File: src/rtl/stopwatch_ctrl.sv
// Stopwatch controller: IDLE/RUN/PAUSE FSM, 0.1 s prescaler, M:SS.t BCD count chain
// and a registered four-digit multiplexed display scan.
module stopwatch_ctrl #(
  parameter int unsigned TICK_DIV = 1000000,
  parameter int unsigned SCAN_DIV = 10000
) (
  input  logic        CLK,
  input  logic        RST,
  input  logic        START_STOP,
  input  logic        CLEAR,
  output logic        RUNNING,
  output logic [15:0] COUNT_BCD,
  output logic [3:0]  DIGIT_DATA,
  output logic [3:0]  DIGIT_SEL
);

  localparam int unsigned PW = $clog2(TICK_DIV);
  localparam int unsigned SW = $clog2(SCAN_DIV);
  localparam logic [PW-1:0] PRE_MAX  = PW'(TICK_DIV - 1);
  localparam logic [PW-1:0] PRE_ONE  = PW'(1);
  localparam logic [SW-1:0] SCAN_MAX = SW'(SCAN_DIV - 1);
  localparam logic [SW-1:0] SCAN_ONE = SW'(1);

  typedef enum logic [1:0] {S_IDLE, S_RUN, S_PAUSE} state_t;

  state_t        state_q, state_d;
  logic [PW-1:0] pre_q, pre_d;
  logic [15:0]   cnt_q, cnt_d;
  logic [SW-1:0] scan_q, scan_d;
  logic [1:0]    idx_q, idx_d;
  logic          running_q;
  logic [3:0]    data_q, data_d;
  logic [3:0]    sel_q;
  logic          tick;

  assign tick = (state_q == S_RUN) && (pre_q == PRE_MAX);

  always_comb begin
    state_d = state_q;
    unique case (state_q)
      S_IDLE:  if (START_STOP) state_d = S_RUN;
      S_RUN:   if (START_STOP) state_d = S_PAUSE;
      // CLEAR takes priority over START_STOP while paused
      S_PAUSE: if (CLEAR) state_d = S_IDLE;
               else if (START_STOP) state_d = S_RUN;
      default: state_d = S_IDLE;
    endcase
  end

  always_comb begin
    pre_d = pre_q;
    unique case (state_q)
      S_IDLE:  pre_d = '0;
      S_RUN:   pre_d = tick ? '0 : pre_q + PRE_ONE;
      S_PAUSE: if (CLEAR) pre_d = '0;
      default: pre_d = '0;
    endcase
  end

  // Ripple-carry BCD chain: tenths 0-9, sec units 0-9, sec tens 0-5, minutes 0-9
  always_comb begin
    cnt_d = cnt_q;
    if (state_q == S_PAUSE && CLEAR) begin
      cnt_d = '0;
    end else if (tick) begin
      if (cnt_q[3:0] != 4'd9) begin
        cnt_d[3:0] = cnt_q[3:0] + 4'd1;
      end else begin
        cnt_d[3:0] = 4'd0;
        if (cnt_q[7:4] != 4'd9) begin
          cnt_d[7:4] = cnt_q[7:4] + 4'd1;
        end else begin
          cnt_d[7:4] = 4'd0;
          if (cnt_q[11:8] != 4'd5) begin
            cnt_d[11:8] = cnt_q[11:8] + 4'd1;
          end else begin
            cnt_d[11:8] = 4'd0;
            cnt_d[15:12] = (cnt_q[15:12] != 4'd9) ? cnt_q[15:12] + 4'd1 : 4'd0;
          end
        end
      end
    end
  end

  always_comb begin
    scan_d = scan_q + SCAN_ONE;
    idx_d  = idx_q;
    if (scan_q == SCAN_MAX) begin
      scan_d = '0;
      idx_d  = idx_q + 2'd1;
    end
    unique case (idx_d)
      2'd0:    data_d = cnt_q[3:0];
      2'd1:    data_d = cnt_q[7:4];
      2'd2:    data_d = cnt_q[11:8];
      default: data_d = cnt_q[15:12];
    endcase
  end

  always_ff @(posedge CLK) begin
    if (RST) begin
      state_q   <= S_IDLE;
      pre_q     <= '0;
      cnt_q     <= '0;
      running_q <= 1'b0;
      scan_q    <= '0;
      idx_q     <= 2'd0;
      sel_q     <= 4'b0001;
      data_q    <= 4'h0;
    end else begin
      state_q   <= state_d;
      pre_q     <= pre_d;
      cnt_q     <= cnt_d;
      running_q <= (state_d == S_RUN);
      scan_q    <= scan_d;
      idx_q     <= idx_d;
      sel_q     <= 4'b0001 << idx_d;
      data_q    <= data_d;
    end
  end

  assign RUNNING    = running_q;
  assign COUNT_BCD  = cnt_q;
  assign DIGIT_DATA = data_q;
  assign DIGIT_SEL  = sel_q;

endmodule

File: config.mk
export PLATFORM = sky130hd
export DESIGN_NAME = stopwatch_ctrl
export DESIGN_NICKNAME = d
export VERILOG_FILES = /design/src/rtl/stopwatch_ctrl.sv
export SDC_FILE = /design/constraint.sdc
export NUM_CORES = 1
export LEC_CHECK = 0
export ABC_AREA = 1
export BUFFER_PORTS_ARGS = -buffer_cell sky130_fd_sc_hd__clkbuf_2
export CORE_ASPECT_RATIO = 0.75
export CORE_UTILIZATION = 51
export DETAILED_ROUTE_END_ITERATION = 6
export PLACE_DENSITY = 0.68
export SETUP_SLACK_MARGIN = 0.05
export SLEW_MARGIN = 10
export SYNTH_ARGS = -nofsm -noshare
export SYNTH_HDL_FRONTEND = slang
export SYNTH_SLANG_ARGS = --single-unit
File: constraint.sdc
create_clock -name CLK -period 1.95 [get_ports CLK]
set_input_delay 0.2925 -clock CLK [delete_from_list [all_inputs] [get_ports CLK]]
set_output_delay 0.2925 -clock CLK [all_outputs]
set_load 0.05 [all_outputs]
==> results by group <==
Outcome
  – Result of the run: complete, no violations

Floorplanning
  – Area enclosed by the die boundary: 0.00699 mm^2
  – Standard cell core area: 0.00635 mm^2
  – Initial core utilization: 53.4%
  – Die width: 96.2 um
  – Die Span Y: 72.6 um
  – IO Pins: 29
  – Site Rows: 25

Timing
  – RSZ-0062 raised after global routing: no
  – Clock Skew: 0.00826 ns
  – Setup TNS: 0 ns
  – Final worst path period share: 87.6%
  – Final critical delay including setup and external delays: 1.71 ns
  – Worst-Margin Slew: 0.481 ns
  – Rel. slew slack: 67.8%
  – Timing-limited maximum frequency: 585 MHz
  – Number of hold violations in the final report: 0
  – Number of pins with negative max-slew slack in the final report: 0
  – Total setup violations reported at the end of the flow: 0
  – Worst-case hold slack: 0.280 ns

Synth
  – Post-synth EDFFs: 0
  – Cell types with the largest area share after synthesis: dfxtp_1 (37%), nand2_1 (12%), inv_1 (8.8%), nand3_1 (8.3%), nor2_1 (7.1%)
  – Gate count after technology mapping: 508
  – Sequential area share after synthesis: 37.2%
  – Cell Area, Synth: 0.00339 mm^2
  – Number of synthesis warnings: 0
  – Proportion of register bits with asynchronous set or reset after synthesis: 0%
  – Main synth FF type: dfxtp_1
  – Distinct cells, synth: 32
  – Biggest area consumer among synthesized cells: dfxtp_1
  – Ranking of synthesized cells by instance count: nand2_1 (106), inv_1 (80), nor2_1 (64), dfxtp_1 (63), nand3_1 (56)
  – Post-synthesis register bit count: 63
  – Most common cell in the netlist: nand2_1
  – Yosys top cell area share: 37.2%
  – Synthesized netlist net count: 514
  – Syn_area_per_cell: 6.68 um^2

Global routing
  – Via count of the first global-routing pass: 2743
  – Largest net degree at the start of global routing: 16
  – Overall fraction of global-route tracks in use: 22.7%
  – Global-route wire length before repair: 12300 um
  – Remaining global-route overflow: 0
  – Number of antenna violations at the first check in global routing: 0

Placement
  – Last weighted congestion value of the routability-driven placer: 0.936
  – Port bufs: 28
  – Final HPWL DP: 5650 um

Min path
  – Worst Hold Class: input port to flip-flop

Detailed routing
  – Iteration-0 DRC count of the detailed router: 238
  – Number of nets with antenna violations after detailed routing: 0
  – Mean routed wirelength per cell: 12.0 um
  – Vias after detailed routing: 3311
  – Routed Wire Length: 7600 um
  – Count of unresolved DRC violations after routing: 0
  – TritonRoute pass-1 iters: 5
  – Vias per Instance: 5.21

Power
  – Leakage Power: 0.00165 uW
  – VDD IR max: 0.000535 V
  – Pwr Density: 675 mW/mm^2
  – Power, Total: 2610 uW

Clock tree
  – # H-tree levels: 3
  – Clock Tree Root: clkbuf_8
  – CTS Buf Count: 9
  – Clock tree from TritonCTS: done
  – Bufs on Longest Clock Path: 2
  – Sink count of the clock tree: 63
  – Clock latency reported for the late side of the worst-skew pair: 0.33 ns
  – Number of buffers inserted by hold repair at cts: 0
  – Worst-path clk slew: 0.07 ns

Critical path
  – Data required time at the worst endpoint: 2.21 ns
  – Data arrival time of the critical path: 1.97 ns
  – Capturing element type of the critical path: flip-flop
  – Type of element launching the critical path: flip-flop
  – Biggest fanout along the worst timing path: 6
  – Register-to-register path setup slack: 0.24 ns
  – Kind of critical path: flip-flop to flip-flop

Final layout
  – ANT cells: 0
  – Layout cells sized above 1: 15.3%
  – Area overhead of the layout relative to synthesis: 14.2%
  – Fin nets: 555
  – Core utilization of the finished layout: 61.0%

Flow run
  – Number of max-cap violations: 0
==> layer usage <==
| layer | global-route usage, % | part of all wire (%) | up-vias | routed length [um] |
|---|---|---|---|---|
| li1 | - | - | 1708 | - |
| met1 | 33.9 | 51 | 1461 | 3860 |
| met2 | 32.4 | 40 | 130 | 3070 |
| met3 | 5.63 | 7.8 | 12 | 590 |
| met4 | 5.80 | 1.0 | 0 | 78 |
| met5 | 0 | 0 | - | 0 |
==> cell usage in the layout, fill, tap and decap left out, drive strengths merged, types with 2 or more instances in the layout <==
| master | netlist | routed |
|---|---|---|
| o21ai | 25 | 25 |
| clkinv | 1 | 3 |
| nor2 | 74 | 75 |
| bufinv | 0 | 2 |
| nand2 | 111 | 111 |
| xor2 | 11 | 11 |
| inv | 83 | 83 |
| xnor2 | 2 | 2 |
| nand4 | 21 | 21 |
| clkbuf | 2 | 40 |
| o21bai | 3 | 3 |
| ha | 2 | 2 |
| a21boi | 2 | 2 |
| dfxtp | 63 | 63 |
| nor3 | 9 | 9 |
| o211ai | 2 | 2 |
| nand3 | 59 | 59 |
| a21oi | 27 | 27 |
| buf | 8 | 11 |
==> flip-flops by register name (all words and copies together) (netlist names) <==
signal	flops
pre_q	20
DIGIT_SEL	4
scan_q	14
idx_q	2
state_q	2
RUNNING	1
COUNT_BCD	16
DIGIT_DATA	4
==> area by class of cell <==
cell class / instances / area [um^2]
Clock buffer: 12 / 135
Clock inverter: 4 / 70.1
Fill cell: 622 / 2480
Inverter: 84 / 315
Multi-Input combinational cell: 352 / 1770
Sequential cell: 63 / 1260
Tap cell: 81 / 101
Timing Repair Buffer: 39 / 223
==> where the power goes <==
part / switching (uW) / leakage, uW / internal, uW
clock: 480 / 0.000104 / 718
sequential: 9.71 / 0.000509 / 1300
combinational: 75.7 / 0.00104 / 31.3
==> critical path, cell delays in order, from the launching register on <==
cell     delay (ns)
dfxtp_1        0.35
ha_1           0.23
nand3_2        0.13
nor2_2         0.15
nand3_2        0.15
nor2_4         0.23
buf_4          0.16
nand4_2        0.08
a21oi_2        0.16
==> repair_timing <==
item | in CTS | in global routing
resized for setup | 0 | 3
buffers inserted | 0 | 4
setup endpoints to repair | 0 | 16
endpoints found under the hold margin | 0 | 0
==> final timing paths <==
path,start,endpoint,cells after the start
setup / recovery,pre_q[0]$_SDFFE_PP0P_,COUNT_BCD[15]$_SDFFE_PP0P_,8
hold / removal,START_STOP,state_q[0]$_SDFF_PP0_,3
setup reg to reg,pre_q[0]$_SDFFE_PP0P_,COUNT_BCD[15]$_SDFFE_PP0P_,8
hold reg to reg,scan_q[0]$_SDFF_PP0_,scan_q[0]$_SDFF_PP0_,1
==> cell families (layout without fill, tap and decap cells) <==
group,Yosys count,count (layout),share of synthesized area [%]
AND/OR/NAND/NOR,274,275,37.0
AO/OA/AOI/OAI,62,62,10.5
adder cells (fa/ha/maj),2,2,0.737
buffers and inverters,94,139,11.2
flip-flops,63,63,37.2
XOR/XNOR,13,13,3.36
==> metrics by stage <==
stage | worst slack, ns | instance area (um^2) | cells
after global routing | 0.0756 | 3870 | 635
after global placement | 0.246 | 3620 | 614
after floorplan | 0.192 | 3390 | 508
after CTS | 0.149 | 3830 | 630
after detailed placement | 0.160 | 3620 | 614
final | 0.242 | 3870 | 635
Power figures use the tool's default switching activity.
